$ cat src/rtl/fifo_wr_ctrl_if.sv
// rtl/fifo_wr_ctrl_if.sv - producer-side handshake and status bundle for the FIFO write controller
interface fifo_wr_ctrl_if #(
    parameter int ADDR_WIDTH = 3
);
    logic                  inc;
    logic [ADDR_WIDTH:0]   rptr_gray;
    logic                  clr_ovf;
    logic                  wr_en;
    logic [ADDR_WIDTH-1:0] waddr;
    logic [ADDR_WIDTH:0]   wptr_gray;
    logic                  full;
    logic                  almost_full;
    logic [ADDR_WIDTH:0]   wlevel;
    logic                  overflow;

    modport master (
        output inc, rptr_gray, clr_ovf,
        input  wr_en, waddr, wptr_gray, full, almost_full, wlevel, overflow
    );

    modport slave (
        input  inc, rptr_gray, clr_ovf,
        output wr_en, waddr, wptr_gray, full, almost_full, wlevel, overflow
    );
endinterface

$ cat src/rtl/fifo_wr_ctrl.sv
// rtl/fifo_wr_ctrl.sv - async FIFO write-side controller: write pointer, Gray export, read-pointer sync, status flags
module fifo_wr_ctrl #(
    parameter int ADDR_WIDTH  = 3,
    parameter int SYNC_STAGES = 2,
    parameter int AF_LEVEL    = 6
) (
    input  logic           clk,
    input  logic           rst,
    fifo_wr_ctrl_if.slave  bus
);
    localparam int AW = ADDR_WIDTH;
    localparam logic [AW:0] AF_THRESH = (AW+1)'(AF_LEVEL);

    logic [AW:0]                  r_wptr;
    logic [AW:0]                  r_wptr_gray;
    logic [SYNC_STAGES-1:0][AW:0] r_sync;
    logic                         r_overflow;

    logic [AW:0] w_wptr_next;
    logic [AW:0] w_rq;
    logic [AW:0] w_rbin;
    logic [AW:0] w_wlevel;
    logic        w_full;
    logic        w_wr_en;

    assign w_wr_en     = bus.inc & ~w_full;
    assign w_wptr_next = r_wptr + {{AW{1'b0}}, w_wr_en};
    assign w_rq        = r_sync[SYNC_STAGES-1];

    // Full when the writer is exactly one lap ahead of the synchronised reader.
    assign w_full = (r_wptr_gray == {~w_rq[AW:AW-1], w_rq[AW-2:0]});

    always_comb begin
        w_rbin = '0;
        for (int i = 0; i <= AW; i++) begin
            w_rbin[i] = ^(w_rq >> i);
        end
    end

    assign w_wlevel = r_wptr - w_rbin;

    always_ff @(posedge clk or posedge rst) begin
        if (rst) begin
            r_wptr      <= '0;
            r_wptr_gray <= '0;
        end else begin
            r_wptr      <= w_wptr_next;
            r_wptr_gray <= w_wptr_next ^ (w_wptr_next >> 1);
        end
    end

    always_ff @(posedge clk or posedge rst) begin
        if (rst) begin
            r_sync <= '0;
        end else begin
            r_sync[0] <= bus.rptr_gray;
            for (int i = 1; i < SYNC_STAGES; i++) begin
                r_sync[i] <= r_sync[i-1];
            end
        end
    end

    // A rejected write in the same cycle as a clear keeps the flag set.
    always_ff @(posedge clk or posedge rst) begin
        if (rst) begin
            r_overflow <= 1'b0;
        end else if (bus.inc && w_full) begin
            r_overflow <= 1'b1;
        end else if (bus.clr_ovf) begin
            r_overflow <= 1'b0;
        end
    end

    assign bus.wr_en       = w_wr_en;
    assign bus.waddr       = r_wptr[AW-1:0];
    assign bus.wptr_gray   = r_wptr_gray;
    assign bus.full        = w_full;
    assign bus.almost_full = (w_wlevel >= AF_THRESH);
    assign bus.wlevel      = w_wlevel;
    assign bus.overflow    = r_overflow;
endmodule

$ cat src/flat_wrapper.sv
// flat-port wrapper written by rule: the top's interface ports become plain ports
module fifo_wr_ctrl_flat 
#(
    parameter int ADDR_WIDTH  = 3,
    parameter int SYNC_STAGES = 2,
    parameter int AF_LEVEL    = 6
)
  (clk, rst, bus_inc, bus_rptr_gray, bus_clr_ovf, bus_wr_en, bus_waddr, bus_wptr_gray, bus_full, bus_almost_full, bus_wlevel, bus_overflow);
  fifo_wr_ctrl_if #(.ADDR_WIDTH(ADDR_WIDTH)) bus_i ();
  input  logic clk;
  input  logic rst;
  input wire logic [$bits(bus_i.inc)-1:0] bus_inc;
  input wire logic [$bits(bus_i.rptr_gray)-1:0] bus_rptr_gray;
  input wire logic [$bits(bus_i.clr_ovf)-1:0] bus_clr_ovf;
  output wire logic [$bits(bus_i.wr_en)-1:0] bus_wr_en;
  output wire logic [$bits(bus_i.waddr)-1:0] bus_waddr;
  output wire logic [$bits(bus_i.wptr_gray)-1:0] bus_wptr_gray;
  output wire logic [$bits(bus_i.full)-1:0] bus_full;
  output wire logic [$bits(bus_i.almost_full)-1:0] bus_almost_full;
  output wire logic [$bits(bus_i.wlevel)-1:0] bus_wlevel;
  output wire logic [$bits(bus_i.overflow)-1:0] bus_overflow;
  assign bus_i.inc = bus_inc;
  assign bus_i.rptr_gray = bus_rptr_gray;
  assign bus_i.clr_ovf = bus_clr_ovf;
  assign bus_wr_en = bus_i.wr_en;
  assign bus_waddr = bus_i.waddr;
  assign bus_wptr_gray = bus_i.wptr_gray;
  assign bus_full = bus_i.full;
  assign bus_almost_full = bus_i.almost_full;
  assign bus_wlevel = bus_i.wlevel;
  assign bus_overflow = bus_i.overflow;
  fifo_wr_ctrl #(.ADDR_WIDTH(ADDR_WIDTH), .SYNC_STAGES(SYNC_STAGES), .AF_LEVEL(AF_LEVEL)) u_core (.clk(clk), .rst(rst), .bus(bus_i));
endmodule
$ cat config.mk
export PLATFORM = sky130hd
export DESIGN_NAME = fifo_wr_ctrl_flat
export DESIGN_NICKNAME = d
export VERILOG_FILES = /design/src/rtl/fifo_wr_ctrl_if.sv /design/src/rtl/fifo_wr_ctrl.sv /design/src/flat_wrapper.sv
export SDC_FILE = /design/constraint.sdc
export NUM_CORES = 1
export LEC_CHECK = 0
export ABC_AREA = 1
export ABC_CLOCK_PERIOD_IN_PS = 2200
export BUFFER_PORTS_ARGS = -buffer_cell sky130_fd_sc_hd__buf_4
export CAP_MARGIN = 10
export CORE_MARGIN = 4
export CORE_UTILIZATION = 49
export DETAILED_ROUTE_END_ITERATION = 10
export GPL_ROUTABILITY_DRIVEN = 1
export PLACE_DENSITY = 0.76
export SLEW_MARGIN = 20
export SYNTH_ARGS = -nofsm -noshare
export SYNTH_HDL_FRONTEND = slang
export SYNTH_SLANG_ARGS = --single-unit
$ cat constraint.sdc
create_clock -name clk -period 2.2 [get_ports clk]
set_clock_uncertainty 0.05 [all_clocks]
set_input_delay 0.11 -clock clk [delete_from_list [all_inputs] [get_ports clk]]
set_output_delay 0.11 -clock clk [all_outputs]
set_load 0.1 [all_outputs]
==> flow_metrics.tcl, run 1 <==
set metrics [dict create \
    nNetsFinal 137 \
    slew_headroom_pct 61.3 \
    grt_usage_pct 18.1 \
    cts_buffer_depth 2 \
    min_from "bus_clr_ovf" \
    fmax_mhz 433 \
    finalCritPeriodShare_pct 105 \
    antenna_found_initial 0 \
    synth_top_area_share_pct 50.6 \
    drt_wl_total_um 1910 \
    critical_path_class "flop to output pin" \
    rows 14 \
    crit_path_start "u_core.w_rq[2]$_DFF_PP0_" \
    tns_ns -0.347 \
    slowest_stage "dfrtp_2" \
    crit_chain "xnor2_4, xnor2_2, ha_1, inv_1, fa_2, xor2_4, nand2_2, nand3_4, buf_12" \
    finalMaxSlewViolations 0 \
    synth_top_cell_by_area "dfrtp_1" \
    timing.rr.start "u_core.w_rq[3]$_DFF_PP0_" \
    insertion_delay_ns 0.28 \
    io_buffers 22 \
    worstPathMaxFanout 2 \
    max_cap_viol_count 0 \
    pin_count 23 \
    drive_gt1_share_pct 51.6 \
    fp.dieH_um 48.2 \
    cts_tree "done" \
    avgRoutedWirePerCell_um 13.8 \
    final_common_cell "buf_4" \
    wl_met3_um 89 \
    setup_violations 4 \
    drt_iter0_markers 10 \
    path_delay_family "adder cells" \
    gp_congestion 0.755 \
    highest_layer "met4" \
    synth_area_leaders "dfrtp_1 (51%), nand2_1 (11%), ha_1 (7.9%), inv_1 (7.6%), xor2_1 (6.6%)" \
    crit_path_start_kind "flop" \
    gr-total-overflow 0 \
    dp_slack_ns 0.0512 \
    cp-end-kind "output pin" \
    avgSynthCellArea_um2 9.32 \
    postSynthCellCount 85 \
    routed-wl-met2_um 1060 \
    cp_num_buf_inv 2 \
    grt_pass1_vias 641 \
    hp-class "input port to flop" \
    worst_pin_slew_ns 0.580 \
    dpl.cell_count 124 \
    rsz0062_at_grt "yes" \
    core_area_mm2 0.00152 \
    dp_hpwl_um 1430 \
    fin_crit_ns 2.31 \
    worst_slack_ns -0.110 \
    syn_nets 99 \
    dieArea_mm2 0.00232 \
    ys_ff_latch 16 \
    cts.sinks 16 \
    ys_types 12 \
    die_x_um 48.2 \
    ant_nets 0 \
    hold_viol 0 \
    htreeDepth 1 \
    status "complete, but fails checks" \
    antenna_cells 0 \
    root_buffer "clkbuf_4" \
    cts.reportedPaths.clkPinSlew_ns 0.09 \
    grt_max_degree 17 \
    netlist_area_um2 792 \
    drc 0 \
    required_ns 2.04 \
    grt_pass1_wl_um 2810 \
    synth_seq_area_share_pct 50.6 \
    max_stage_delay_ns 0.45 \
    failed_checks "setup timing" \
    crit_arrival_ns 2.15 \
    initial_core_util_pct 52.0 \
    wl_met1_um 731 \
    layout_common_cells "buf_4 (25), nand2_1 (20), inv_1 (14)" \
    ys_warn_count 0 \
    drt_first_pass_iters 4 \
    syn_to_final_growth_pct 67.1 \
    fin_cells 138 \
    post_drt_via_cell_ratio 4.81 \
    num_vias 664 \
    numCtsBuffers 3 \
]
[layout make-up]
cell class / instances / area, µm²
multi-input combinational: 53 / 487
timing repair buffer: 33 / 298
tap: 16 / 20.0
fill: 76 / 200
clock buffer: 4 / 36.3
inverter: 16 / 60.1
sequential: 16 / 423
[cell usage after synthesis]
cell     instances
nand2_1         24
dfrtp_1         16
inv_1           16
xor2_1           6
ha_1             5
nand3_1          5
nor2_1           5
xnor2_1          4
a21oi_1          1
fa_1             1
nor2_2           1
xnor2_2          1
[repair_timing]
action | 4_1_cts | 5_1_grt
endpoints found under the hold margin | 20 | 0
resized for setup | 14 | 8
setup endpoints to repair | 4 | 4
pin swaps | 2 | 2
hold buffers | 5 | 0
setup buffers | 2 | 3
[metal layers]
layer | vias to the layer above | GRT usage [%]
met5 | - | 0
li1 | 325 | -
met4 | 0 | 4.84
met3 | 4 | 3.32
met1 | 312 | 20.6
met2 | 23 | 34.1
[worst register-to-register path, cell delays in order, from the launching register on]
cell	delay, ns
dfrtp_2	0.45
buf_4	0.15
inv_1	0.06
nand2_1	0.06
nand2_1	0.11
nand2_2	0.08
nor2_4	0.11
nor2_4	0.06
ha_4	0.16
ha_4	0.16
xnor2_2	0.22
inv_1	0.09
nand2_1	0.06
nand2_1	0.05
[state kept, by name, indices dropped and copies added, names as in the netlist]
signal                flops
u_core.bus.wptr_gray      3
u_core.r_wptr             4
u_core.bus.overflow       1
u_core.w_rq               4
u_core.r_sync             4
[stage by stage]
step / utilization [%] / area [µm²] / hold slack (ns)
after CTS: 82.7 / 1260 / 0.00801
after global placement: 71.5 / 1090 / 0.147
after global routing: 86.9 / 1320 / 0.0208
final: 86.9 / 1320 / 0.00395
after floorplan: - / 897 / -0.0264
after detailed placement: 71.5 / 1090 / 0.147
[final timing paths]
check	to	slack, ns	cells past startpoint
min reg2reg	u_core.w_rq[2]$_DFF_PP0_	0.30	0
min in group asynchronous	u_core.w_rq[1]$_DFF_PP0_	0.40	3
min	u_core.bus.overflow$_DFFE_PP0P_	0.004	4
max reg2reg	u_core.bus.wptr_gray[2]$_DFF_PP0_	0.23	13
max in group asynchronous	u_core.bus.wptr_gray[2]$_DFF_PP0_	1.27	3
max	bus_almost_full	-0.11	9
[cell families (layout without fill, tap and decap cells)]
family / after synthesis / after routing / synth area share, %
flops: 16 / 16 / 50.6
compound gates: 1 / 1 / 0.631
simple gates: 35 / 35 / 17.7
buf+inv: 16 / 53 / 7.58
xor+xnor: 11 / 11 / 13.1
fa+ha+maj: 6 / 6 / 10.4
Power of run 1 is left out: the tool's default activity adds up to more than one toggle a clock period on the data nets, which glitch-free logic cannot reach.
==> inputs of run 2 (changes only) <==
==> constraint.sdc (replaced) <==
create_clock -name clk -period 2.2 [get_ports clk]
set_clock_uncertainty 0.05 [all_clocks]
set_input_delay 0.44 -clock clk [delete_from_list [all_inputs] [get_ports clk]]
set_output_delay 0.44 -clock clk [all_outputs]
set_load 0.1 [all_outputs]
==> run 2 against run 1 <==
  * The run still ends with setup timing left
  * Sequential cell count unchanged
  * Critical path depth decreased by 1
  * Sequential share of layout area increased by 1.0 points
  * Maximum frequency decreased by 14%
  * Critical path type unchanged
  * Critical endpoint unchanged
==> flow_metrics.tcl, run 2 (synthesis gave the netlist of run 1 again) <==
set metrics [dict create \
    finalCritPeriodShare_pct 121 \
    crit_path_end "bus_almost_full" \
    cts_tree "done" \
    tns_ns -1.72 \
    critical_path_class "flop to output pin" \
    dp_slack_ns -0.295 \
    cts.sinks 16 \
    setup_violations 4 \
    post_drt_via_cell_ratio 4.68 \
    dieArea_mm2 0.00232 \
    worst_slack_ns -0.471 \
    max_stage_delay_ns 0.55 \
    fin_crit_ns 2.67 \
    avgRoutedWirePerCell_um 12.9 \
    worst-path-stages 8 \
    finalMaxSlewViolations 0 \
    io_buffers 22 \
    crit_path_start "u_core.w_rq[3]$_DFF_PP0_" \
    cts.reportedPaths.clkPinSlew_ns 0.09 \
    fmax_mhz 374 \
    die_x_um 48.2 \
    n_fill_cell 88 \
    antenna_found_initial 0 \
    hold_viol 0 \
    rows 14 \
    final_common_cell "buf_4" \
    dpl.cell_count 130 \
    grt_max_degree 17 \
    stdcell_area_mm2 0.00128 \
    root_buffer "clkbuf_4" \
    fp.dieH_um 48.2 \
    dp_hpwl_um 1420 \
    place_area_mm2 0.00113 \
    numCtsBuffers 3 \
    cp-end-kind "output pin" \
    hp-class "input port to async pin" \
    r2r-end "u_core.bus.wptr_gray[2]$_DFF_PP0_" \
    drt_wl_total_um 1780 \
    cts_buffer_depth 2 \
    grt_usage_pct 19.0 \
    reg2regPathDepth 13 \
    initial_core_util_pct 52.0 \
    num_vias 646 \
    gp_congestion 0.709 \
    layout_common_cells "buf_4 (27), nand2_1 (20), inv_1 (14)" \
    grt_pass1_vias 701 \
    ant_nets 0 \
    fin_cells 138 \
    timing.rr.start "u_core.w_rq[3]$_DFF_PP0_" \
    antenna_cells 0 \
    cp_num_buf_inv 2 \
    drive_gt1_share_pct 50.0 \
    status "complete, but fails checks" \
    htreeDepth 1 \
    syn_to_final_growth_pct 61.6 \
    failed_checks "setup timing" \
    nNetsFinal 137 \
    slew_headroom_pct 62.2 \
    crit_path_start_kind "flop" \
    drt_iter0_markers 5 \
    rsz0062_at_grt "yes" \
    worstPathMaxFanout 3 \
    crit_chain "xnor2_2, xnor2_1, ha_1, inv_1, fa_2, nand2_2, nand3_4, buf_12" \
    grt_pass1_wl_um 2970 \
    max_cap_viol_count 0 \
    gr-total-overflow 0 \
    path_delay_family "adder cells" \
    insertion_delay_ns 0.28 \
    pin_count 23 \
    drc 0 \
    required_ns 1.71 \
    crit_arrival_ns 2.18 \
    r2r_slack_ns 0.22 \
    slowest_stage "fa_2" \
    worst_pin_slew_ns 0.566 \
    drt_first_pass_iters 2 \
    core_area_mm2 0.00152 \
]
==> run 2: changes by cell type in the layout (fill, tap and decap cells not counted), moves of 2 or more <==
cell,change
buf_4,+2
dfrtp_1,+3
dfrtp_2,-4
dlygate4sd3_1,-5
ha_4,-2
==> run 2: worst reg2reg max path: stages, from the launching register on <==
cell and delay, ns:
dfrtp_1 0.42, buf_4 0.15, inv_1 0.06, nand2_1 0.05, nand2_1 0.11, nand2_2 0.08
nor2_4 0.12, nor2_4 0.07, ha_4 0.16, ha_2 0.18, xnor2_2 0.21, inv_1 0.08
nand2_1 0.07, nand2_1 0.05
==> run 2: timing repair <==
action | in CTS | in global routing
buffers inserted | 3 | 1
pin swaps | 1 | 0
endpoints found under the setup margin | 5 | 6
resized for setup | 14 | 7
hold buffers | 0 | 0
==> run 2: layout make-up <==
class,instances,area (µm²),share of cell area (%)
clock buffers,4,26.3,2.05
inverters,16,60.1,4.69
multi-input cells,53,443,34.6
flip-flops and latches,16,422,32.9
well taps,16,20.0,1.56
repair buffers,33,309,24.1
==> run 2: worst min path at each step <==
| stage | end | cells after the start | slack (ns) | startpoint |
|---|---|---|---|---|
| after detailed placement | u_core.w_rq[3]$_DFF_PP0_ | 0 | 0.28 | u_core.r_sync[3]$_DFF_PP0_ |
| after floorplan | u_core.w_rq[0]$_DFF_PP0_ | 0 | 0.28 | u_core.r_sync[0]$_DFF_PP0_ |
| after CTS | u_core.r_sync[2]$_DFF_PP0_ | 2 | 0.17 | rst |
| after global routing | u_core.r_sync[2]$_DFF_PP0_ | 2 | 0.19 | rst |
| after global placement | u_core.w_rq[0]$_DFF_PP0_ | 0 | 0.28 | u_core.r_sync[0]$_DFF_PP0_ |
| final | u_core.r_wptr[2]$_DFF_PP0_ | 2 | 0.16 | rst |
==> run 2: metal layers <==
| metal | wire length [µm] | up-vias | GRT usage [%] | share of wire (%) |
|---|---|---|---|---|
| met1 | 687 | 299 | 21.3 | 39 |
| met2 | 985 | 16 | 34.9 | 55 |
| met4 | 34 | 0 | 5.91 | 1.9 |
| met3 | 73 | 7 | 4.80 | 4.1 |
| met5 | 0 | - | 0 | 0 |
| li1 | - | 324 | - | - |
==> run 2: stage by stage <==
stage               util (%)  hold slack, ns
floorplan                  -           0.281
global placement        74.3           0.283
detailed placement      74.3           0.285
CTS                     81.9           0.171
global route            84.0           0.194
finish                  84.0           0.163
Power of run 2 is left out for the same reason.
